File: config.mk
export PLATFORM = sky130hd
export DESIGN_NAME = mdr_result_out_flat
export DESIGN_NICKNAME = d
export VERILOG_FILES = /design/src/rtl/mdr_result_out_pkg.sv /design/src/rtl/mdr_result_out_if.sv /design/src/rtl/mdr_result_out_fifo.sv /design/src/rtl/mdr_result_out.sv /design/src/flat_wrapper.sv
export SDC_FILE = /design/constraint.sdc
export NUM_CORES = 1
export LEC_CHECK = 0
export BUFFER_PORTS_ARGS = -buffer_cell sky130_fd_sc_hd__buf_4
export CAP_MARGIN = 20
export CORE_UTILIZATION = 50
export CTS_BUF_LIST = sky130_fd_sc_hd__clkbuf_4 sky130_fd_sc_hd__clkbuf_8
export DETAILED_ROUTE_END_ITERATION = 10
export HOLD_SLACK_MARGIN = 0.08
export PLACE_DENSITY_LB_ADDON = 0.08
export SLEW_MARGIN = 10
export SYNTH_ARGS = -nofsm -noshare
export SYNTH_HDL_FRONTEND = slang
export SYNTH_HIERARCHICAL = 1
export SYNTH_SLANG_ARGS = --single-unit
export TNS_END_PERCENT = 10
File: constraint.sdc
create_clock -name clk -period 2.82 [get_ports clk]
set_input_delay 0.564 -clock clk [delete_from_list [all_inputs] [get_ports clk]]
set_output_delay 0.564 -clock clk [all_outputs]
set_load 0.005 [all_outputs]
File: src/rtl/mdr_result_out_pkg.sv
// -----------------------------------------------------------------------------
// mdr_result_out_pkg
// Shared types and constants for the MDR result output stage.
//   DW             : data width of result and remainder
//   RESULT_DEPTH   : default number of queued results
//   op_t           : operation code of a finished core operation
//   result_entry_t : one queued result {result, remainder, op, error}
//   occ_t          : queue occupancy classification (EMPTY / AVAIL / FULL)
//   entry_parity() : even parity (XOR reduction) over a result entry
// -----------------------------------------------------------------------------
package mdr_result_out_pkg;

    localparam int DW           = 16;
    localparam int RESULT_DEPTH = 4;

    typedef enum logic [1:0] {
        MUL  = 2'd0,
        DIV  = 2'd1,
        SQRT = 2'd2
    } op_t;

    typedef struct packed {
        logic [DW-1:0] result;
        logic [DW-1:0] remainder;
        op_t           op;
        logic          error;
    } result_entry_t;

    typedef enum logic [1:0] {
        OCC_EMPTY = 2'd0,
        OCC_AVAIL = 2'd1,
        OCC_FULL  = 2'd2
    } occ_t;

    function automatic logic entry_parity(input result_entry_t e);
        return ^e;
    endfunction

endpackage

File: src/rtl/mdr_result_out_if.sv
// -----------------------------------------------------------------------------
// mdr_result_out_if
// Bundles the core-side result strobe, the downstream valid/ready handshake
// and the status outputs of mdr_result_out.
//   slave  : view of mdr_result_out (i_* in, o_* out)
//   master : view of the environment driving it (i_* out, o_* in)
// Optional: `MDR_RESULT_PARITY_EN adds o_parity (head entry even parity).
// -----------------------------------------------------------------------------
interface mdr_result_out_if
    import mdr_result_out_pkg::*;
#(
    parameter int DEPTH = RESULT_DEPTH,
    parameter int CW    = $clog2(DEPTH + 1)
) ();

    // core side
    logic          i_done;
    logic [DW-1:0] i_result;
    logic [DW-1:0] i_remainder;
    op_t           i_op;
    logic          i_error;
    logic          o_busy;
    // downstream side
    logic          i_ready;
    logic          o_valid;
    logic [DW-1:0] o_result;
    logic [DW-1:0] o_remainder;
    op_t           o_op;
    logic          o_error;
    // status / control
    logic          i_clr_ovf;
    logic [CW-1:0] o_count;
    logic          o_overflow;
`ifdef MDR_RESULT_PARITY_EN
    logic          o_parity;
`endif

    modport slave (
        input  i_done, i_result, i_remainder, i_op, i_error, i_ready, i_clr_ovf,
        output o_valid, o_result, o_remainder, o_op, o_error, o_busy, o_count,
        output o_overflow
`ifdef MDR_RESULT_PARITY_EN
        , output o_parity
`endif
    );

    modport master (
        output i_done, i_result, i_remainder, i_op, i_error, i_ready, i_clr_ovf,
        input  o_valid, o_result, o_remainder, o_op, o_error, o_busy, o_count,
        input  o_overflow
`ifdef MDR_RESULT_PARITY_EN
        , input o_parity
`endif
    );

endinterface

File: src/rtl/mdr_result_out_fifo.sv
// -----------------------------------------------------------------------------
// mdr_result_out_fifo
// Generic DEPTH-entry register-array FIFO (DEPTH a power of two, >= 2).
//   clk, rst  : clock, synchronous active-high reset (pointers and count only)
//   push_i    : write request; accepted when not full or when a pop happens
//               in the same cycle
//   wdata_i   : write data
//   pop_i     : read request; ignored when empty
//   rdata_o   : head entry (stable until popped)
//   full_o    : count == DEPTH
//   empty_o   : count == 0
//   count_o   : current occupancy
// Storage is deliberately not reset; stale contents are never visible because
// the consumer qualifies rdata_o with !empty_o.
// -----------------------------------------------------------------------------
module mdr_result_out_fifo #(
    parameter int WIDTH = 8,
    parameter int DEPTH = 4
) (
    input  logic                         clk,
    input  logic                         rst,
    input  logic                         push_i,
    input  logic [WIDTH-1:0]             wdata_i,
    input  logic                         pop_i,
    output logic [WIDTH-1:0]             rdata_o,
    output logic                         full_o,
    output logic                         empty_o,
    output logic [$clog2(DEPTH+1)-1:0]   count_o
);

    localparam int CW = $clog2(DEPTH + 1);
    localparam int AW = $clog2(DEPTH);

    logic [WIDTH-1:0] mem_q [DEPTH];
    logic [AW-1:0]    wr_ptr_q, wr_ptr_d;
    logic [AW-1:0]    rd_ptr_q, rd_ptr_d;
    logic [CW-1:0]    count_q,  count_d;
    logic             do_push, do_pop;

    assign full_o  = (count_q == CW'(DEPTH));
    assign empty_o = (count_q == '0);
    assign count_o = count_q;
    assign rdata_o = mem_q[rd_ptr_q];

    // A pop from a full queue frees the slot the simultaneous push needs.
    assign do_pop  = pop_i && !empty_o;
    assign do_push = push_i && (!full_o || do_pop);

    always_comb begin
        wr_ptr_d = wr_ptr_q;
        rd_ptr_d = rd_ptr_q;
        count_d  = count_q;
        // DEPTH is a power of two, so natural AW-bit overflow wraps the pointers.
        if (do_push) wr_ptr_d = wr_ptr_q + AW'(1);
        if (do_pop)  rd_ptr_d = rd_ptr_q + AW'(1);
        if (do_push && !do_pop)      count_d = count_q + CW'(1);
        else if (do_pop && !do_push) count_d = count_q - CW'(1);
    end

    always_ff @(posedge clk) begin
        if (rst) begin
            wr_ptr_q <= '0;
            rd_ptr_q <= '0;
            count_q  <= '0;
        end else begin
            wr_ptr_q <= wr_ptr_d;
            rd_ptr_q <= rd_ptr_d;
            count_q  <= count_d;
        end
    end

    always_ff @(posedge clk) begin
        if (do_push) mem_q[wr_ptr_q] <= wdata_i;
    end

endmodule

File: src/rtl/mdr_result_out.sv
// -----------------------------------------------------------------------------
// mdr_result_out
// Output stage of the multiplier/divider/root unit. Finished results arrive
// as one-cycle i_done pulses, are queued, and are handed downstream over a
// valid/ready handshake.
//   clk, rst    : clock, synchronous active-high reset
//   bus (slave) : i_done/i_result/i_remainder/i_op/i_error from the core,
//                 o_busy back-pressure to the core,
//                 o_valid/i_ready + head data (o_result, o_remainder, o_op,
//                 o_error) to the consumer,
//                 o_count occupancy, o_overflow sticky drop flag, i_clr_ovf
// Optional: `MDR_RESULT_PARITY_EN stores an even-parity bit per entry and
// presents it on o_parity.
// -----------------------------------------------------------------------------
module mdr_result_out
    import mdr_result_out_pkg::*;
#(
    parameter int DEPTH = RESULT_DEPTH
) (
    input  logic              clk,
    input  logic              rst,
    mdr_result_out_if.slave   bus
);

    localparam int CW = $clog2(DEPTH + 1);
    localparam int BW = $bits(result_entry_t);
`ifdef MDR_RESULT_PARITY_EN
    localparam int EW = BW + 1;
`else
    localparam int EW = BW;
`endif

    result_entry_t in_entry;
    result_entry_t head;
    logic [EW-1:0] wdata;
    logic [EW-1:0] rdata;
    logic          full, empty;
    logic [CW-1:0] count;
    occ_t          occ;
    logic          valid, pop, ovf_evt;
    logic          ovf_q, ovf_d;

    assign in_entry = '{result:    bus.i_result,
                        remainder: bus.i_remainder,
                        op:        bus.i_op,
                        error:     bus.i_error};

`ifdef MDR_RESULT_PARITY_EN
    // Parity is computed once at push so the head output needs no XOR tree.
    assign wdata = {entry_parity(in_entry), in_entry};
`else
    assign wdata = in_entry;
`endif
    assign head = rdata[BW-1:0];

    mdr_result_out_fifo #(
        .WIDTH (EW),
        .DEPTH (DEPTH)
    ) u_fifo (
        .clk     (clk),
        .rst     (rst),
        .push_i  (bus.i_done),
        .wdata_i (wdata),
        .pop_i   (pop),
        .rdata_o (rdata),
        .full_o  (full),
        .empty_o (empty),
        .count_o (count)
    );

    always_comb begin
        occ = OCC_AVAIL;
        if (empty)     occ = OCC_EMPTY;
        else if (full) occ = OCC_FULL;
    end

    assign valid = (occ != OCC_EMPTY);
    assign pop   = valid && bus.i_ready;

    // A done is only lost when the queue is full and nothing leaves this cycle.
    assign ovf_evt = bus.i_done && (occ == OCC_FULL) && !pop;

    always_comb begin
        ovf_d = ovf_q;
        if (bus.i_clr_ovf) ovf_d = 1'b0;
        if (ovf_evt)       ovf_d = 1'b1;
    end

    always_ff @(posedge clk) begin
        if (rst) ovf_q <= 1'b0;
        else     ovf_q <= ovf_d;
    end

    always_comb begin
        bus.o_valid     = valid;
        bus.o_busy      = (occ == OCC_FULL);
        bus.o_count     = count;
        bus.o_overflow  = ovf_q;
        bus.o_result    = '0;
        bus.o_remainder = '0;
        bus.o_op        = MUL;
        bus.o_error     = 1'b0;
`ifdef MDR_RESULT_PARITY_EN
        bus.o_parity    = 1'b0;
`endif
        // Data is zeroed while empty so stale storage never leaks out.
        if (valid) begin
            bus.o_result    = head.result;
            bus.o_remainder = head.remainder;
            bus.o_op        = head.op;
            bus.o_error     = head.error;
`ifdef MDR_RESULT_PARITY_EN
            bus.o_parity    = rdata[EW-1];
`endif
        end
    end

endmodule

File: src/flat_wrapper.sv
// flat-port wrapper written by rule: the top's interface ports become plain ports
module mdr_result_out_flat import mdr_result_out_pkg::*;
#(
    parameter int DEPTH = RESULT_DEPTH
)
  (clk, rst, bus_i_done, bus_i_result, bus_i_remainder, bus_i_op, bus_i_error, bus_i_ready, bus_i_clr_ovf, bus_o_valid, bus_o_result, bus_o_remainder, bus_o_op, bus_o_error, bus_o_busy, bus_o_count, bus_o_overflow);
  mdr_result_out_if #(.DEPTH(DEPTH)) bus_i ();
  input  logic clk;
  input  logic rst;
  input wire logic [$bits(bus_i.i_done)-1:0] bus_i_done;
  input wire logic [$bits(bus_i.i_result)-1:0] bus_i_result;
  input wire logic [$bits(bus_i.i_remainder)-1:0] bus_i_remainder;
  input wire logic [$bits(bus_i.i_op)-1:0] bus_i_op;
  input wire logic [$bits(bus_i.i_error)-1:0] bus_i_error;
  input wire logic [$bits(bus_i.i_ready)-1:0] bus_i_ready;
  input wire logic [$bits(bus_i.i_clr_ovf)-1:0] bus_i_clr_ovf;
  output wire logic [$bits(bus_i.o_valid)-1:0] bus_o_valid;
  output wire logic [$bits(bus_i.o_result)-1:0] bus_o_result;
  output wire logic [$bits(bus_i.o_remainder)-1:0] bus_o_remainder;
  output wire logic [$bits(bus_i.o_op)-1:0] bus_o_op;
  output wire logic [$bits(bus_i.o_error)-1:0] bus_o_error;
  output wire logic [$bits(bus_i.o_busy)-1:0] bus_o_busy;
  output wire logic [$bits(bus_i.o_count)-1:0] bus_o_count;
  output wire logic [$bits(bus_i.o_overflow)-1:0] bus_o_overflow;
  assign bus_i.i_done = bus_i_done;
  assign bus_i.i_result = bus_i_result;
  assign bus_i.i_remainder = bus_i_remainder;
  assign bus_i.i_op = bus_i_op;
  assign bus_i.i_error = bus_i_error;
  assign bus_i.i_ready = bus_i_ready;
  assign bus_i.i_clr_ovf = bus_i_clr_ovf;
  assign bus_o_valid = bus_i.o_valid;
  assign bus_o_result = bus_i.o_result;
  assign bus_o_remainder = bus_i.o_remainder;
  assign bus_o_op = bus_i.o_op;
  assign bus_o_error = bus_i.o_error;
  assign bus_o_busy = bus_i.o_busy;
  assign bus_o_count = bus_i.o_count;
  assign bus_o_overflow = bus_i.o_overflow;
  mdr_result_out #(.DEPTH(DEPTH)) u_core (.clk(clk), .rst(rst), .bus(bus_i));
endmodule
==> flow_metrics.tcl <==
set metrics [dict create \
    worstPathRequired_ns 2.26 \
    grt_pass1_wl_mm 15.4 \
    worstSetupPathType "register to output port" \
    hold_buffers 0 \
    firstDrtPassIters 7 \
    power_mw 6.34 \
    final_hold_viol_count 0 \
    hold_slack_ns 0.326 \
    syn-num-nets 323 \
    fp.dieH_um 110 \
    ant_nets 0 \
    crit_path_end_kind "output port" \
    path_clk_slew_ns 0.08 \
    drtIter0Drc 188 \
    synth.avg_cell_area_um2 21.1 \
    post-route-util 0.620 \
    clk_latency_ns 0.43 \
    cts_buffers 17 \
    antenna_found_initial 0 \
    layout_commonest_cell "edfxtp_1" \
    pin_count 81 \
    crit_slowest_cell "mux4_2" \
    rsz0062_at_grt "false" \
    status "finished with violations" \
    cp-start-kind "register" \
    wirelength_mm 10.1 \
    h-tree-depth 4 \
    cap_violations 0 \
    rows 39 \
    vias 2798 \
    timing.fmax_mhz 400 \
    clockRootBuffer "clkbuf_8" \
    core_area_um2 11400 \
    synth_area_um2 5860 \
    cts_tree "done" \
    timing.setup.tns_ns 0 \
    leakage_nw 2.46 \
    drcViolationCount 2 \
    cts.sinks 150 \
    dieWidth_um 110 \
    antenna_cells 0 \
    drv_slew 0 \
    initial_core_util 0.513 \
    gr-total-overflow 0 \
    grt_pass1_vias 2882 \
    num-fill-cells 846 \
    syn_inst 277 \
    multiInputGateArea_um2 1330 \
    min_period_ns 2.50 \
    grtUsageTotal 0.183 \
    setup_viol 0 \
    place_hpwl_mm 5.68 \
    ys_seq_area_frac 0.752 \
    crit_path_max_fanout 35 \
    gp_congestion 0.663 \
    tightest_slew_ns 0.509 \
    grt_max_degree 39 \
    max_stage_delay_ns 0.54 \
    power_density_nw_per_um2 896 \
    fin_crit_sh 0.887 \
    synth-warning-count 6 \
    cp_top_family "multiplexers" \
    violations "design-rule violations" \
    area_growth_syn_to_layout_pct 21.0 \
    worstPathCellList "buf_12 > mux4_2 > nor2b_1 > buf_4" \
    clock_path_buffers 2 \
    hp-class "input port to register" \
    mostFrequentLayoutCells "140 x edfxtp_1, 88 x buf_4, 37 x nor2b_1" \
    final-seq-area_um2 4410 \
    post_cts_buffers 0 \
    finalNetCount 420 \
    die_area_um2 12200 \
    ys_seq_elements 150 \
    peakVddDrop_mv 0.789 \
    arrival_ns 1.94 \
    ys_types 26 \
    vias_per_cell 5.29 \
    cts_resized 0 \
    slew_headroom 0.660 \
    drive_gt1_frac 0.422 \
    wire_per_inst_um 19.0 \
    skew_ns 0.00516 \
    io_buffers 80 \
    cp_num_buf_inv 2 \
    final_cells 529 \
    dp_cells 498 \
]
## flip-flops by register name (all words and copies together), names as in the netlist, named ones only
name and count:
u_core/bus.o_overflow 1, u_core/u_fifo/rd_ptr_q 2, u_core/u_fifo/wr_ptr_q 2, u_core/u_fifo/count_o 3, u_core/u_fifo/mem_q 140
## cells by family (layout without fill, tap and decap cells)
logic type                 Yosys count  count (layout)  share of synthesized area
xor gates and xnor gates             4               4                    0.00598
DFF                                150             150                      0.752
adders and majority gates            6               6                     0.0141
muxes                               38              38                      0.141
buffers and inverters               18             127                     0.0216
AOI/OAI and AO/OA                    6               6                    0.00726
and+or+nand+nor                     55              55                     0.0585
## through the flow
step / cell area [um2] / setup WS, ns
2_1_floorplan: 5860 / 0.238
3_3_place_gp: 6660 / 0.402
3_5_place_dp: 6660 / 0.304
4_1_cts: 7080 / 0.264
5_1_grt: 7080 / 0.191
6_report: 7080 / 0.319
## metal layers
| metal | vias to the layer above | share of wire | routed length [um] | global-route usage |
|---|---|---|---|---|
| met5 | - | 0 | 0 | 0 |
| met4 | 0 | 0.017 | 172 | 0.0818 |
| met3 | 13 | 0.049 | 490 | 0.0511 |
| met2 | 67 | 0.49 | 4970 | 0.292 |
| met1 | 1427 | 0.44 | 4420 | 0.237 |
| li1 | 1291 | - | - | - |
## power by group
group          total [mW]  internal, mW  switching (mW)
combinational        1.81         0.974           0.837
sequential           2.77          2.68          0.0903
clock                1.76          1.04           0.725
## final cells by class
class / count / area share
clock buffer: 18 / 0.0341
clock inverter: 13 / 0.0263
inverter: 5 / 0.00265
multi-input combinational: 109 / 0.188
sequential: 150 / 0.622
tap: 143 / 0.0253
timing repair buffer: 91 / 0.102
## cell usage after synthesis (all sizes together)
cell type	number	share of area
xor2	4	0.0060
o21ai	1	0.00085
nor3	1	0.00085
nand2b	3	0.0032
mux4	35	0.13
ha	5	0.011
and2	4	0.0051
dfxtp	10	0.034
nor2b	37	0.040
nor3b	1	0.0021
clkbuf	2	0.0015
or3	1	0.0013
nor2	7	0.0045
mux2	1	0.0026
a21oi	2	0.0017
a21boi	1	0.0019
mux2i	2	0.0034
edfxtp	140	0.72
o311ai	1	0.0015
nand4bb	1	0.0019
buf	11	0.017
fa	1	0.0034
inv	5	0.0032
o31ai	1	0.0013
## path summary, 6_finish.rpt
path	from	to	slack [ns]	depth (start not counted)
hold / removal	bus_i_result[4]	u_core/u_fifo/mem_q[1][23]$_DFFE_PP_	0.33	1
setup reg to reg	u_core/u_fifo/count_o[0]$_SDFFE_PP0P_	u_core/u_fifo/count_o[2]$_SDFFE_PP0P_	0.36	10
setup / recovery	register	bus_o_result[10]	0.32	4
hold reg to reg	u_core/bus.o_overflow$_SDFFE_PP0P_	u_core/bus.o_overflow$_SDFFE_PP0P_	0.48	2
(Power assumes the default switching activity.)
